### src/rtl/key_draw_scheduler_if.sv
// Frame-buffer write bus between the scheduler and vga_adapter.
// Signals: x (8), y (7), colour (3), plot strobe.
interface key_draw_scheduler_if;
  logic [7:0] x;
  logic [6:0] y;
  logic [2:0] colour;
  logic       plot;

  modport master (
    output x, y, colour, plot
  );
  modport slave (
    input x, y, colour, plot
  );
endinterface

### src/rtl/key_draw_scheduler.sv
// Owns the frame-buffer bus: full keyboard paint, then per-key repaints.
// Ports: clock, reset (async low), key_state, fb bus, busy, drawn_keys.
module key_draw_scheduler #(
  parameter logic [2:0] FILL_COLOUR   = 3'b111,
  parameter logic [2:0] PRESS_COLOUR  = 3'b100,
  parameter logic [2:0] BORDER_COLOUR = 3'b000
) (
  input  logic                        clock,
  input  logic                        reset,
  input  logic [3:0]                  key_state,
  key_draw_scheduler_if.master        fb,
  output logic                        busy,
  output logic [3:0]                  drawn_keys
);

  typedef enum logic [1:0] {
    S_INIT,
    S_IDLE,
    S_KEY
  } state_t;

  state_t      r_state;
  state_t      w_state_nx;
  logic [7:0]  r_cx;
  logic [6:0]  r_cy;
  logic [1:0]  r_rr;
  logic [1:0]  r_k;
  logic        r_target;
  logic [3:0]  r_drawn;
  logic [7:0]  r_x;
  logic [6:0]  r_y;
  logic [2:0]  r_colour;
  logic        r_plot;

  logic [3:0]  w_pending;
  logic        w_grant;
  logic        w_found;
  logic [1:0]  w_gk;
  logic [1:0]  w_idx;
  logic [7:0]  w_base;
  logic [7:0]  w_gbase;
  logic        w_row_end;
  logic        w_last;
  logic        w_border;
  logic [2:0]  w_pix_col;

  assign w_pending = key_state ^ r_drawn;

  // 40*k built as 32*k + 8*k
  assign w_base  = {1'b0, r_k, 5'b0}
                 + {3'b0, r_k, 3'b0};
  assign w_gbase = {1'b0, w_gk, 5'b0}
                 + {3'b0, w_gk, 3'b0};

  assign w_border = (r_cx == 8'd39)
                 || (r_cx == 8'd79)
                 || (r_cx == 8'd119)
                 || (r_cx == 8'd159);

  always_comb begin
    w_row_end = 1'b0;
    w_pix_col = FILL_COLOUR;
    if (r_state == S_KEY) begin
      w_row_end = (r_cx == w_base + 8'd38);
      w_pix_col = r_target ? PRESS_COLOUR
                           : FILL_COLOUR;
    end else begin
      w_row_end = (r_cx == 8'd159);
      w_pix_col = w_border ? BORDER_COLOUR
                           : FILL_COLOUR;
    end
  end

  assign w_last = w_row_end && (r_cy == 7'd119);

  // round-robin search starting at r_rr
  always_comb begin
    w_found = 1'b0;
    w_gk    = r_rr;
    w_idx   = r_rr;
    for (int i = 0; i < 4; i++) begin
      w_idx = r_rr + 2'(i);
      if (!w_found && w_pending[w_idx]) begin
        w_found = 1'b1;
        w_gk    = w_idx;
      end
    end
  end

  always_comb begin
    w_state_nx = r_state;
    w_grant    = 1'b0;
    unique case (r_state)
      S_INIT: begin
        if (w_last) w_state_nx = S_IDLE;
      end
      S_IDLE: begin
        if (w_found) begin
          w_grant    = 1'b1;
          w_state_nx = S_KEY;
        end
      end
      S_KEY: begin
        if (w_last) w_state_nx = S_IDLE;
      end
      default: w_state_nx = S_INIT;
    endcase
  end

  always_ff @(posedge clock or negedge reset) begin
    if (!reset) begin
      r_state  <= S_INIT;
      r_cx     <= '0;
      r_cy     <= '0;
      r_rr     <= '0;
      r_k      <= '0;
      r_target <= 1'b0;
      r_drawn  <= '0;
      r_x      <= '0;
      r_y      <= '0;
      r_colour <= '0;
      r_plot   <= 1'b0;
    end else begin
      r_state <= w_state_nx;
      r_plot  <= 1'b0;
      if (r_state == S_IDLE) begin
        if (w_grant) begin
          r_k      <= w_gk;
          r_target <= key_state[w_gk];
          r_cx     <= w_gbase;
          r_cy     <= '0;
          r_rr     <= w_gk + 2'd1;
        end
      end else begin
        r_x      <= r_cx;
        r_y      <= r_cy;
        r_colour <= w_pix_col;
        r_plot   <= 1'b1;
        if (w_row_end) begin
          r_cx <= (r_state == S_KEY) ? w_base
                                     : 8'd0;
          r_cy <= (r_cy == 7'd119) ? 7'd0
                                   : r_cy + 7'd1;
        end else begin
          r_cx <= r_cx + 8'd1;
        end
        if (r_state == S_KEY && w_last)
          r_drawn[r_k] <= r_target;
      end
    end
  end

  assign fb.x       = r_x;
  assign fb.y       = r_y;
  assign fb.colour  = r_colour;
  assign fb.plot    = r_plot;
  assign busy       = (r_state != S_IDLE);
  assign drawn_keys = r_drawn;

endmodule

### src/flat_wrapper.sv
// flat-port wrapper written by rule: the top's interface ports become plain ports
module key_draw_scheduler_flat 
#(
  parameter logic [2:0] FILL_COLOUR   = 3'b111,
  parameter logic [2:0] PRESS_COLOUR  = 3'b100,
  parameter logic [2:0] BORDER_COLOUR = 3'b000
)
  (clock, reset, key_state, busy, drawn_keys, fb_x, fb_y, fb_colour, fb_plot);
  key_draw_scheduler_if fb_i ();
  input  logic clock;
  input  logic reset;
  input  logic [3:0] key_state;
  output logic busy;
  output logic [3:0] drawn_keys;
  output wire logic [$bits(fb_i.x)-1:0] fb_x;
  output wire logic [$bits(fb_i.y)-1:0] fb_y;
  output wire logic [$bits(fb_i.colour)-1:0] fb_colour;
  output wire logic [$bits(fb_i.plot)-1:0] fb_plot;
  assign fb_x = fb_i.x;
  assign fb_y = fb_i.y;
  assign fb_colour = fb_i.colour;
  assign fb_plot = fb_i.plot;
  key_draw_scheduler #(.FILL_COLOUR(FILL_COLOUR), .PRESS_COLOUR(PRESS_COLOUR), .BORDER_COLOUR(BORDER_COLOUR)) u_core (.clock(clock), .reset(reset), .key_state(key_state), .fb(fb_i), .busy(busy), .drawn_keys(drawn_keys));
endmodule
### config.mk
export PLATFORM = sky130hd
export DESIGN_NAME = key_draw_scheduler_flat
export DESIGN_NICKNAME = d
export VERILOG_FILES = /design/src/rtl/key_draw_scheduler_if.sv /design/src/rtl/key_draw_scheduler.sv /design/src/flat_wrapper.sv
export SDC_FILE = /design/constraint.sdc
export NUM_CORES = 1
export LEC_CHECK = 0
export BUFFER_PORTS_ARGS = -buffer_cell sky130_fd_sc_hd__buf_2
export CAP_MARGIN = 20
export CORE_MARGIN = 3
export CORE_UTILIZATION = 55
export DETAILED_ROUTE_END_ITERATION = 12
export PLACE_DENSITY_LB_ADDON = 0.05
export SYNTH_ARGS = -nofsm -noshare
export SYNTH_HDL_FRONTEND = slang
export SYNTH_SLANG_ARGS = --single-unit
### constraint.sdc
create_clock -name clock -period 4.4 [get_ports clock]
set_input_delay 1.32 -clock clock [delete_from_list [all_inputs] [get_ports clock]]
set_output_delay 1.32 -clock clock [all_outputs]
set_load 0.005 [all_outputs]
Yosys cells after proc, flatten, opt, wreduce, memory -nomap -nowiden
Index checks and enable logic that the tools add are counted.
{ "classes": {"add_sub_neg": 9, "magnitude_cmp": 7, "eq_ne": 12, "mux": 38, "bitwise": 2, "reduce_logical": 19} }
{ "op_table": {"columns": ["cell", "count"], "rows": [
  ["8-bit two-way mux", 4],
  ["7-bit two-way mux", 4],
  ["2-bit by 3-bit less-than comparator with 1-bit output (second input constant)", 6],
  ["7-bit by 5-bit adder with 8-bit output", 2],
  ["8-bit by 7-bit equality test with 1-bit output (second input constant)", 2],
  ["1-bit two-way mux", 14],
  ["2-bit two-way mux", 6],
  ["1-bit binary-select mux with 2-bit select", 5],
  ["8-bit by 1-bit adder with 8-bit output (second input constant)", 1],
  ["8-bit by 6-bit adder with 8-bit output (second input constant)", 1],
  ["8-bit by 6-bit equality test with 1-bit output (second input constant)", 1],
  ["8-bit equality test", 1],
  ["8-bit equality test (second input constant)", 1],
  ["2-bit by 1-bit != test with 1-bit output (second input constant)", 4],
  ["2-bit AND reduction", 4],
  ["7-bit by 1-bit adder with 7-bit output (second input constant)", 1],
  ["7-bit equality test (second input constant)", 1],
  ["1-bit logical AND", 6],
  ["3-bit two-way mux", 2],
  ["2-bit by 1-bit adder with 2-bit output (second input constant)", 2],
  ["2-bit adder (second input constant)", 2],
  ["4-bit bitwise mux", 1],
  ["2-bit case mux with 2 select lines", 1],
  ["4-bit bitwise XOR", 1],
  ["other kinds (10)", 14]
]} }
{ "word_totals": {"ff_bits": 45, "in_bits": 6, "out_inout_bits": 24, "wordCells": 98} }

Depth between registers and ports, before layout
Gate-level depths: netlist of run 1.
{ "logic_depth": {"word_depth": 17, "depth_mapped": 8, "mapped_depth_nobuf": 8} }

Worst setup path after synthesis of run 1
No wires, ideal clock.
{ "synth_timing": {"path_type": "input -> register", "startpoint": "in key_state[0]", "endpoint": "reg u_core.r_target", "setup_ns": 0.123, "t_arrival_ns": 2.512, "required_time_ns": 4.277, "slack_ns": 1.765, "stages": 6, "n_path_buf": 0, "path_cell_list": "xnor2_1 -> and2_1 -> o21ai_2 -> nand3b_4 -> mux2_4 -> o221a_1"} }
{ "synth_between": {"elab_chain_cells": 16, "elab_cells_between_ends": 27, "cone_classes": "mux (19); bitwise (1); reduce/logical (7)"} }
{ "synth_rtl": {"columns": ["item", "line_no", "text"], "rows": [
  ["start, declared", "flat_wrapper.sv:12", "input logic [3:0] key_state;"],
  ["4-bit bitwise XOR", "key_draw_scheduler.sv:47", "assign w_pending = key_state ^ r_drawn;"],
  ["1-bit binary-select mux with 2-bit select", "key_draw_scheduler.sv:83", "if (!w_found && w_pending[w_idx]) begin"],
  ["1-bit two-way mux (not written as such)", "key_draw_scheduler.sv:83", null],
  ["1-bit two-way mux", "key_draw_scheduler.sv:83", null],
  ["1-bit logical NOT", "key_draw_scheduler.sv:83", null],
  ["1-bit logical AND", "key_draw_scheduler.sv:83", null],
  ["1-bit two-way mux", "key_draw_scheduler.sv:83", null],
  ["1-bit logical NOT", "key_draw_scheduler.sv:83", null],
  ["1-bit logical AND", "key_draw_scheduler.sv:83", null],
  ["1-bit two-way mux", "key_draw_scheduler.sv:83", null],
  ["1-bit logical NOT", "key_draw_scheduler.sv:83", null],
  ["1-bit logical AND", "key_draw_scheduler.sv:83", null],
  ["1-bit two-way mux", "key_draw_scheduler.sv:83", null],
  ["1-bit two-way mux", "key_draw_scheduler.sv:98", "if (w_found) begin"],
  ["1-bit two-way mux", "key_draw_scheduler.sv:93", "unique case (r_state)"],
  ["2-bit AND reduction (no line)", null, null],
  ["end signal, assigned", "key_draw_scheduler.sv:129", "r_target <= key_state[w_gk];"],
  ["end, declared", "key_draw_scheduler.sv:28", "logic r_target;"]
]} }
Parallel ways exist; a longest one is shown, timed or not. The select of a mux whose other input is x is not followed.
A chain may end at the register's enable or synchronous reset.

Worst setup path after layout of run 1
{ "layout_timing": {"startpoint": "reg u_core.r_state[0]", "endpoint": "out busy"} }
{ "layout_between": {"elab_chain_cells": 1} }
{ "layout_rtl": {"columns": ["item", "line_no", "text"], "rows": [
  ["start, declared", "key_draw_scheduler.sv:22", "state_t r_state;"],
  ["start signal, assigned", "key_draw_scheduler.sv:124", "r_state <= w_state_nx;"],
  ["2-bit by 1-bit != test with 1-bit output", "key_draw_scheduler.sv:157", "assign busy = (r_state != S_IDLE);"],
  ["end, declared", "flat_wrapper.sv:13", "output logic busy;"]
]} }
Every way passes these cells.

==> results.tsv, run 1 <==
metric	value	unit
status	finished, final reports clean	
core	4170	um^2
yosysUniqueCellTypes	61	
antenna_cells	0	
cts_sinks	44	
end_kind	primary output	
crit_type	flip-flop to primary output	
io_pins	30	
insertion_delay	0.30	ns
syn_inst	262	
met1_usage	31.6	%
gp_congestion	0.898	
use_met3	3.44	%
ctsResizeCount	0	
cp.arrival	1.36	ns
synth_area_per_cell	9.45	um^2
critical_path_buf_inv_count	3	
drt_iter0_drc	117	
drc	0	
h-tree-depth	2	
path_cells	inv_1, nor2_2, inv_2, buf_2	
cap_violations	0	
seqPwrFrac	54.0	%
critPathMaxFanout	20	
pwr-share-clk	40.2	%
holdCritPathClass	flip-flop to flip-flop	
max-slew-margin-rel	35.9	%
cts_root_buf	clkbuf_8	
cts_buffers	5	
max_stage_delay	0.44	ns
firstDrtPassIters	4	
synth_async_sr_flop_share	100	%
netlist_area	2470	um^2
wirelength	5050	um
area_growth	11.2	%
io_buffer_count	29	
drv_slew	0	
ys.flop_type	dfrtp_1	
cts.clk_slew.worst_paths	0.08	ns
p_comb_share	5.8	%
final_antenna_net_count	0	
grt_util_all_layers	21.5	%
grt_max_degree	45	
fin_crit	2.68	ns
cts_tree	built	
cts_hold_buf	0	
wl_per_cell	14.9	um
leakage	1.27	nW
antenna_found_initial	0	
post-route-util	65.9	%
use_met2	31.8	%
post_cts_buffers	0	
cp_slowest_cell	dfrtp_1	
yosys_warnings	0	
final_nets	302	
layout_commonest_cell	nand2_1	
busiest_layer	met2	
mostFrequentLayoutCells	nand2_1, dfrtp_1, buf_2	
design.die.area	5340	um^2
p_int	0.000593	W
chipWidth	73.1	um
worstMarginPinSlew	0.962	ns
synth-seq-cells	44	
layout-drive-gt1-share	20.7	%
die_y	73.1	um
ir_worst_vdd	0.135	mV
fmax	373	MHz
critical_path.top_delay_family	buffers and inverters	
grt_pass1_vias	1815	
fin_worst_skew	0.00638	ns
p_sw_share	22.7	%
fin_crit_sh	61.0	%
hpwl	3580	um
setup_tns	0	ns
grt-ovfl-total	0	
p_sw	0.000174	W
vias	1934	
grt_pass1_wl	8880	um
setup_violations	0	
yosysSeqAreaShare	44.5	%
syn_nets	275	
initial_utilization	59.3	%
clk_path_buf_depth	2	
cp-start-kind	flip-flop	
viasPerCell	5.69	
crit_required	3.08	ns
hold_viol_final	0	
row_count	23	
synth_edf_count	0	
rsz0062_at_grt	no	
pwr_density_cell	279	nW/um^2
==> worst min-delay path, delay by kind of cell, from the launching register on <==
kind          cells  cell delay (ns)
simple gates      2             0.09
flops             1             0.34
==> Yosys cell counts, drive strengths merged (4+ instances only) <==
cell / n / share of area [%]
mux2: 6 / 2.9
a21oi: 7 / 2.0
nor3: 4 / 1.5
and4: 4 / 1.6
nand3: 10 / 2.0
o21ai: 21 / 4.4
nor2: 9 / 1.4
o22ai: 4 / 1.3
dfrtp: 44 / 44
buf: 8 / 1.8
inv: 8 / 1.2
nand2b: 4 / 1.3
ha: 7 / 3.5
nand2: 69 / 11
xnor2: 7 / 2.8
xor2: 8 / 3.1
==> routing by layer <==
layer	wire, um	vias up
met4	92	0
met3	168	9
met1	2480	926
met2	2310	37
met5	0	-
li1	-	962
==> final cells by class <==
class / instances / area, um^2
Fill cell: 349 / 1420
Clock buffer: 5 / 68.8
Tap cell: 50 / 62.6
Inverter: 8 / 30.0
Clock inverter: 3 / 42.5
Timing Repair Buffer: 30 / 153
Sequential cell: 44 / 1100
Multi-Input combinational cell: 200 / 1290
==> logic make-up (layout without fill, tap and decap cells) <==
kind of cell / Yosys count / count (layout) / share of synthesized area, %
AOI/OAI and AO/OA: 54 / 54 / 15.4
xor gates and xnor gates: 15 / 15 / 5.92
adders and majority gates: 8 / 8 / 3.99
buffers and inverters: 18 / 46 / 3.34
DFF: 44 / 44 / 44.5
muxes: 6 / 6 / 2.88
and+or+nand+nor: 117 / 117 / 24.0
==> through the flow <==
step	worst slack [ns]	hold slack [ns]	total power (W)	cell area, um^2	std cells
floorplan	1.77	0.463	0.000449	2470	262
global placement	1.55	0.445	0.000467	2640	332
detailed placement	1.49	0.451	0.000467	2640	332
CTS	1.70	0.469	0.000775	2750	340
global route	1.62	0.480	0.000796	2750	340
finish	1.72	0.463	0.000767	2750	340
==> power groups by stage <==
stage / logic, W / clock network, W / registers [W]
after floorplan: 0.0000286 / 0 / 0.000420
after global placement: 0.0000447 / 0 / 0.000422
after detailed placement: 0.0000451 / 0 / 0.000422
after CTS: 0.0000453 / 0.000315 / 0.000414
after global routing: 0.0000507 / 0.000330 / 0.000415
final: 0.0000444 / 0.000309 / 0.000414
==> flip-flops by register name, summed over array words and instances (netlist names) <==
name / cells
u_core.r_cy: 7
u_core.r_cx: 8
u_core.drawn_keys: 4
u_core.fb.plot: 1
u_core.r_k: 2
u_core.r_target: 1
u_core.r_state: 2
u_core.fb.y: 7
u_core.fb.colour: 2
u_core.fb.x: 8
u_core.r_rr: 2
==> worst paths after layout <==
check / start / endpoint / slack, ns / depth (start not counted)
worst max-delay path: u_core.r_state[0] / busy / 1.72 / 4
max in group asynchronous: reset / u_core.r_rr[0] / 2.63 / 1
worst min register to register: u_core.fb.x[3] / u_core.fb.x[3] / 0.46 / 2
min in group asynchronous: reset / u_core.fb.x[2] / 1.16 / 1
worst max register to register: u_core.r_k[0] / u_core.drawn_keys[3] / 2.15 / 7
worst min-delay path: u_core.fb.x[3] / u_core.fb.x[3] / 0.46 / 2
Note: power is estimated with default switching activity, not from simulation.
==> run 2, diff against run 1 <==
Clock period 4.4 ns to 2.58 ns, I/O delays scaled along.
==> run 2 against run 1 <==
Flip-flop and latch count unchanged. Cell area increased by 1.2%. Global-route usage increased by 0.16 points. Power increased by 70%. Sequential share of layout area decreased by 0.49 points. Largest power group unchanged.
==> results.tsv, run 2 (synthesized netlist as in run 1, its figures left out) <==
metric	value	unit	change
insertion_delay	0.29	ns	about the same
die_y	73.1	um	unchanged
initial_utilization	59.3	%	unchanged
viasPerCell	5.69		about the same
reg2reg_from	u_core.r_k[1]		
cp.arrival	2.39	ns	+1.03 ns
layout_commonest_cell	nand2_1		
fin_crit_sh	85.7	%	
p_sw_share	22.0	%	-0.71 points
post_cts_buffers	0		unchanged
chipWidth	73.1	um	unchanged
grt_max_degree	29		-36%
fin_crit	2.21	ns	
ir_worst_vdd	0.257	mV	+90%
io_pins	30		unchanged
fmax	452	MHz	
status	finished, final reports clean		
mostFrequentLayoutCells	nand2_1, dfrtp_1, buf_2		
cp_slowest_cell	dfrtp_1		
pwr_density_cell	468	nW/um^2	+68%
crit_required	2.76	ns	-0.32 ns
grt_pass1_wl	8990	um	+1.2%
grt_pass1_vias	1923		+6.0%
cts_root_buf	clkbuf_8		
use_met3	4.68	%	+1.2 points
grt-ovfl-total	0		unchanged
cp-endpoint	u_core.drawn_keys[1]		
antenna_cells	0		unchanged
met1_usage	29.9	%	-1.7 points
row_count	23		unchanged
final_antenna_net_count	0		unchanged
seqPwrFrac	54.0	%	about the same
hpwl	3810	um	+6.3%
max_stage_delay	0.48	ns	+0.04 ns
vias	1962		+1.4%
holdCritPathClass	input port to asynchronous set/reset pin		
h-tree-depth	2		unchanged
r2r_end	u_core.drawn_keys[1]		
drv_slew	0		unchanged
cap_violations	0		unchanged
cp-start-kind	flip-flop		
area_growth	12.5	%	
ctsResizeCount	0		unchanged
use_met2	34.0	%	+2.2 points
grt_util_all_layers	21.7	%	+0.16 points
layout-drive-gt1-share	21.7	%	+1.0 points
fin_worst_skew	0.00576	ns	-0.000625 ns
p_int	0.00102	W	+72%
wl_per_cell	15.1	um	+1.8%
r2r_slack	0.37	ns	-1.78 ns
startpoint	u_core.r_k[1]		
final_nets	307		+1.7%
pwr-share-clk	39.3	%	-0.9 points
critical_path.top_delay_family	simple AND/OR/NAND/NOR gates		
gp_congestion	0.867		-3.5%
cts_hold_buf	0		unchanged
io_buffer_count	29		unchanged
end_kind	flip-flop		
critPathMaxFanout	6		-70%
p_sw	0.000287	W	+65%
p_comb_share	6.6	%	+0.8 points
cts_sinks	44		unchanged
clk_path_buf_depth	2		unchanged
wirelength	5220	um	+3.3%
crit_type	flip-flop to flip-flop		
setup_violations	0		unchanged
firstDrtPassIters	4		unchanged
drc	0		unchanged
total_power	0.00130	W	+70%
path_cells	inv_1, ha_1, xnor2_1, nand4_1, nor3_2, nand2_1, mux2_1		
leakage	1.29	nW	+2.0%
busiest_layer	met2		
antenna_found_initial	0		unchanged
setup_tns	0	ns	unchanged
rsz0062_at_grt	no		
cts_buffers	5		unchanged
reg2reg_depth	7		unchanged
path_depth	7		+3
worstMarginPinSlew	0.460	ns	-0.502 ns
max-slew-margin-rel	69.1	%	+33 points
critical_path_buf_inv_count	1		-2
cts.clk_slew.worst_paths	0.08	ns	about the same
hold_viol_final	0		unchanged
nFillCells	356		+2.0%
cts_tree	built		
design.die.area	5340	um^2	unchanged
core	4170	um^2	unchanged
drt_iter0_drc	133		+14%
run 2: how the worst min path moves through the flow:
stage	start	endpoint	slack, ns	depth (start not counted)
after floorplan	u_core.fb.x[1]	u_core.fb.x[1]	0.46	2
after global placement	u_core.fb.x[1]	u_core.fb.x[1]	0.44	2
after detailed placement	u_core.fb.x[1]	u_core.fb.x[1]	0.45	2
after CTS	reset	u_core.r_cx[7]	0.39	1
after global routing	reset	u_core.r_cx[7]	0.40	1
final	reset	u_core.r_cx[7]	0.39	1
run 2: worst reg2reg max path: stages (launching register included):
cell,delay (ns)
dfrtp_1,0.48
inv_1,0.12
ha_1,0.31
xnor2_1,0.22
nand4_1,0.16
nor3_2,0.37
nand2_1,0.11
mux2_1,0.32
run 2: power by group through the flow:
stage,logic (W),registers [W],clock network [W]
3_3_place_gp,0.0000845,0.000718,0
2_1_floorplan,0.0000487,0.000717,0
6_report,0.0000864,0.000705,0.000513
3_5_place_dp,0.0000860,0.000718,0
4_1_cts,0.0000868,0.000704,0.000526
5_1_grt,0.0000962,0.000706,0.000548
run 2: per-stage QoR:
step	setup slack [ns]	instances	instance area, um^2	utilization [%]	hold slack (ns)
floorplan	0.491	262	2470	-	0.463
global placement	0.283	337	2680	64.2	0.444
detailed placement	0.220	337	2680	64.2	0.450
CTS	0.382	345	2790	66.7	0.388
global route	0.225	345	2790	66.7	0.403
finish	0.368	345	2790	66.7	0.389
run 2: per-layer routing:
| layer | wire length, um | vias to the layer above |
|---|---|---|
| met1 | 2560 | 930 |
| met4 | 59 | 0 |
| met5 | 0 | - |
| met3 | 196 | 6 |
| li1 | - | 974 |
| met2 | 2410 | 52 |
run 2: final cells by class:
| type | instances | area, um^2 | area share [%] |
|---|---|---|---|
| tap | 50 | 62.6 | 2.25 |
| inverter | 8 | 30.0 | 1.08 |
| clock buffer | 6 | 72.6 | 2.61 |
| clock inverter | 2 | 35.0 | 1.26 |
| timing repair buffer | 35 | 190 | 6.83 |
| sequential | 44 | 1100 | 39.5 |
| multi-input combinational | 200 | 1290 | 46.5 |
==> run 3, diff against run 2 <==
Settings changed: CORE_ASPECT_RATIO set to 1.2, CORE_UTILIZATION 55 to 52.
Clock period 2.58 ns to 2 ns, I/O delays scaled along.
==> run 3 against run 2 <==
Power is 20% higher. Combinational power increased by 55%. Highest routed layer unchanged. Flip-flop and latch count did not move. Cell count grew 7.0%. Cell area is 7.1% higher. Critical path type unchanged. Die area up 5.3%. Wire length is 6.4% higher. Count of clock-buffer cells in the layout stayed put. Via count increased by 5.2%. Sequential power is 29% higher. Clock power grew 2%.
==> results.tsv, run 3 (synthesized netlist as in run 1, its figures left out) <==
metric	value	unit	change
fin_crit	1.93	ns	-0.283 ns
hpwl	4110	um	+8.1%
grt-ovfl-total	0		unchanged
met1_usage	26.7	%	-3.2 points
cp_slowest_cell	dfrtp_1		
status	finished, final reports clean		
rsz0062_at_grt	yes		
grt_util_all_layers	21.4	%	-0.34 points
antenna_found_initial	0		unchanged
cp-start-kind	flip-flop		
io_pins	30		unchanged
max_stage_delay	0.43	ns	-0.05 ns
ir_worst_vdd	0.349	mV	+36%
cts_sinks	44		unchanged
crit_type	flip-flop to flip-flop		
final_nets	326		+6.2%
wl_per_cell	15.0	um	-0.56%
mostFrequentLayoutCells	nand2_1, dfrtp_1, buf_2		
cts_root_buf	clkbuf_8		
viasPerCell	5.60		-1.6%
worstMarginPinSlew	0.572	ns	+0.113 ns
crit_required	2.22	ns	-0.54 ns
use_met3	4.10	%	-0.58 points
insertion_delay	0.30	ns	about the same
cap_violations	0		unchanged
reg2reg_from	u_core.r_cx[0]		
clk_path_buf_depth	2		unchanged
critPathMaxFanout	6		unchanged
area_growth	20.5	%	
busiest_layer	met2		
setup_violations	0		unchanged
total_power	0.00157	W	+20%
design.die.area	5630	um^2	+5.3%
grt_max_degree	45		+55%
firstDrtPassIters	4		unchanged
antenna_cells	0		unchanged
grt_pass1_wl	9010	um	+0.23%
cp.arrival	2.15	ns	-0.24 ns
fin_crit_sh	96.5	%	+11 points
core	4420	um^2	+6.0%
critical_path.most_common_cell	a41oi_2		
gp_congestion	0.910		+4.9%
hold_viol_final	0		unchanged
cts.clk_slew.worst_paths	0.08	ns	about the same
fmax	518	MHz	+15%
drv_slew	0		unchanged
drc	0		unchanged
pwr_density_cell	525	nW/um^2	+12%
row_count	26		+13%
holdCritPathClass	input port to asynchronous set/reset pin		
io_buffer_count	29		unchanged
setup_tns	0	ns	unchanged
drt_iter0_drc	104		-22%
layout-drive-gt1-share	29.4	%	+7.7 points
leakage	1.40	nW	+8.1%
h-tree-depth	2		unchanged
max-slew-margin-rel	61.8	%	-7.3 points
chipWidth	69.0	um	-5.6%
final_antenna_net_count	0		unchanged
end_kind	flip-flop		
layout_commonest_cell	nand2_1		
die_y	81.6	um	+12%
grt_pass1_vias	1947		+1.2%
cts_buffers	5		unchanged
wirelength	5550	um	+6.4%
use_met2	35.7	%	+1.7 points
cts_tree	built		
vias	2065		+5.2%
initial_utilization	55.9	%	-3.4 points
path_cells	inv_2, ha_4, and4b_1, and4_4, a21oi_4, nor3_4, a41oi_2, a41oi_2		
fin_worst_skew	0.00796	ns	+0.00220 ns
startpoint	u_core.r_cx[0]		
[run 3: per-layer routing]
layer	wire length [um]	part of all wire [%]
met5	0	0
met4	170	3.1
met3	258	4.6
met2	2730	49
met1	2400	43
[run 3: layout make-up]
type	count	area (um^2)
Multi-Input combinational cell	200	1370
Timing Repair Buffer	54	337
Clock buffer	6	72.6
Clock inverter	1	5.00
Fill cell	383	1440
Tap cell	56	70.1
Sequential cell	44	1100
Inverter	8	30.0
[run 3: worst max-delay path, delay by kind of cell (launching register included)]
| kind | cells | cell delay, ns |
|---|---|---|
| DFF | 1 | 0.43 |
| and+or+nand+nor | 3 | 0.79 |
| AOI/OAI and AO/OA | 3 | 0.40 |
| adders and majority gates | 1 | 0.13 |
| buffers and inverters | 1 | 0.10 |
[run 3: per-stage QoR]
| step | hold WS, ns | cell area [um^2] | cells | util (%) | setup WS, ns |
|---|---|---|---|---|---|
| 2_1_floorplan | 0.304 | 2470 | 262 | - | 0.0606 |
| 3_3_place_gp | 0.446 | 2810 | 360 | 63.6 | 0.00387 |
| 3_5_place_dp | 0.452 | 2810 | 360 | 63.6 | -0.0731 |
| 4_1_cts | 0.400 | 2900 | 367 | 65.6 | 0.00569 |
| 5_1_grt | 0.415 | 2980 | 369 | 67.4 | -0.0297 |
| 6_report | 0.379 | 2980 | 369 | 67.4 | 0.0706 |
[run 3: report_power, final]
part,switching (W),leakage (nW),internal [W]
registers,0.0000116,0.536,0.000897
clock network,0.000285,0.0410,0.000238
logic,0.0000737,0.818,0.0000607
total,0.000370,1.40,0.00120
[run 3: timing repair]
action                                  CTS  global route
endpoints found under the setup margin    5            13
gates resized for setup                   2            14
setup buffers                             0             2
pin swaps                                 1             7
cloned                                    0             0
hold buffers                              0             0
[run 3: path summary, 6_finish.rpt]
| kind | cells after the start | slack (ns) | endpoint |
|---|---|---|---|
| max | 8 | 0.07 | u_core.r_cy[4] |
| max in group asynchronous | 2 | 1.23 | u_core.fb.y[3] |
| min in group clock | 2 | 0.47 | u_core.fb.x[1] |
| max reg2reg | 8 | 0.07 | u_core.r_cy[4] |
| min reg2reg | 2 | 0.47 | u_core.fb.x[1] |
| min | 2 | 0.38 | u_core.fb.x[1] |
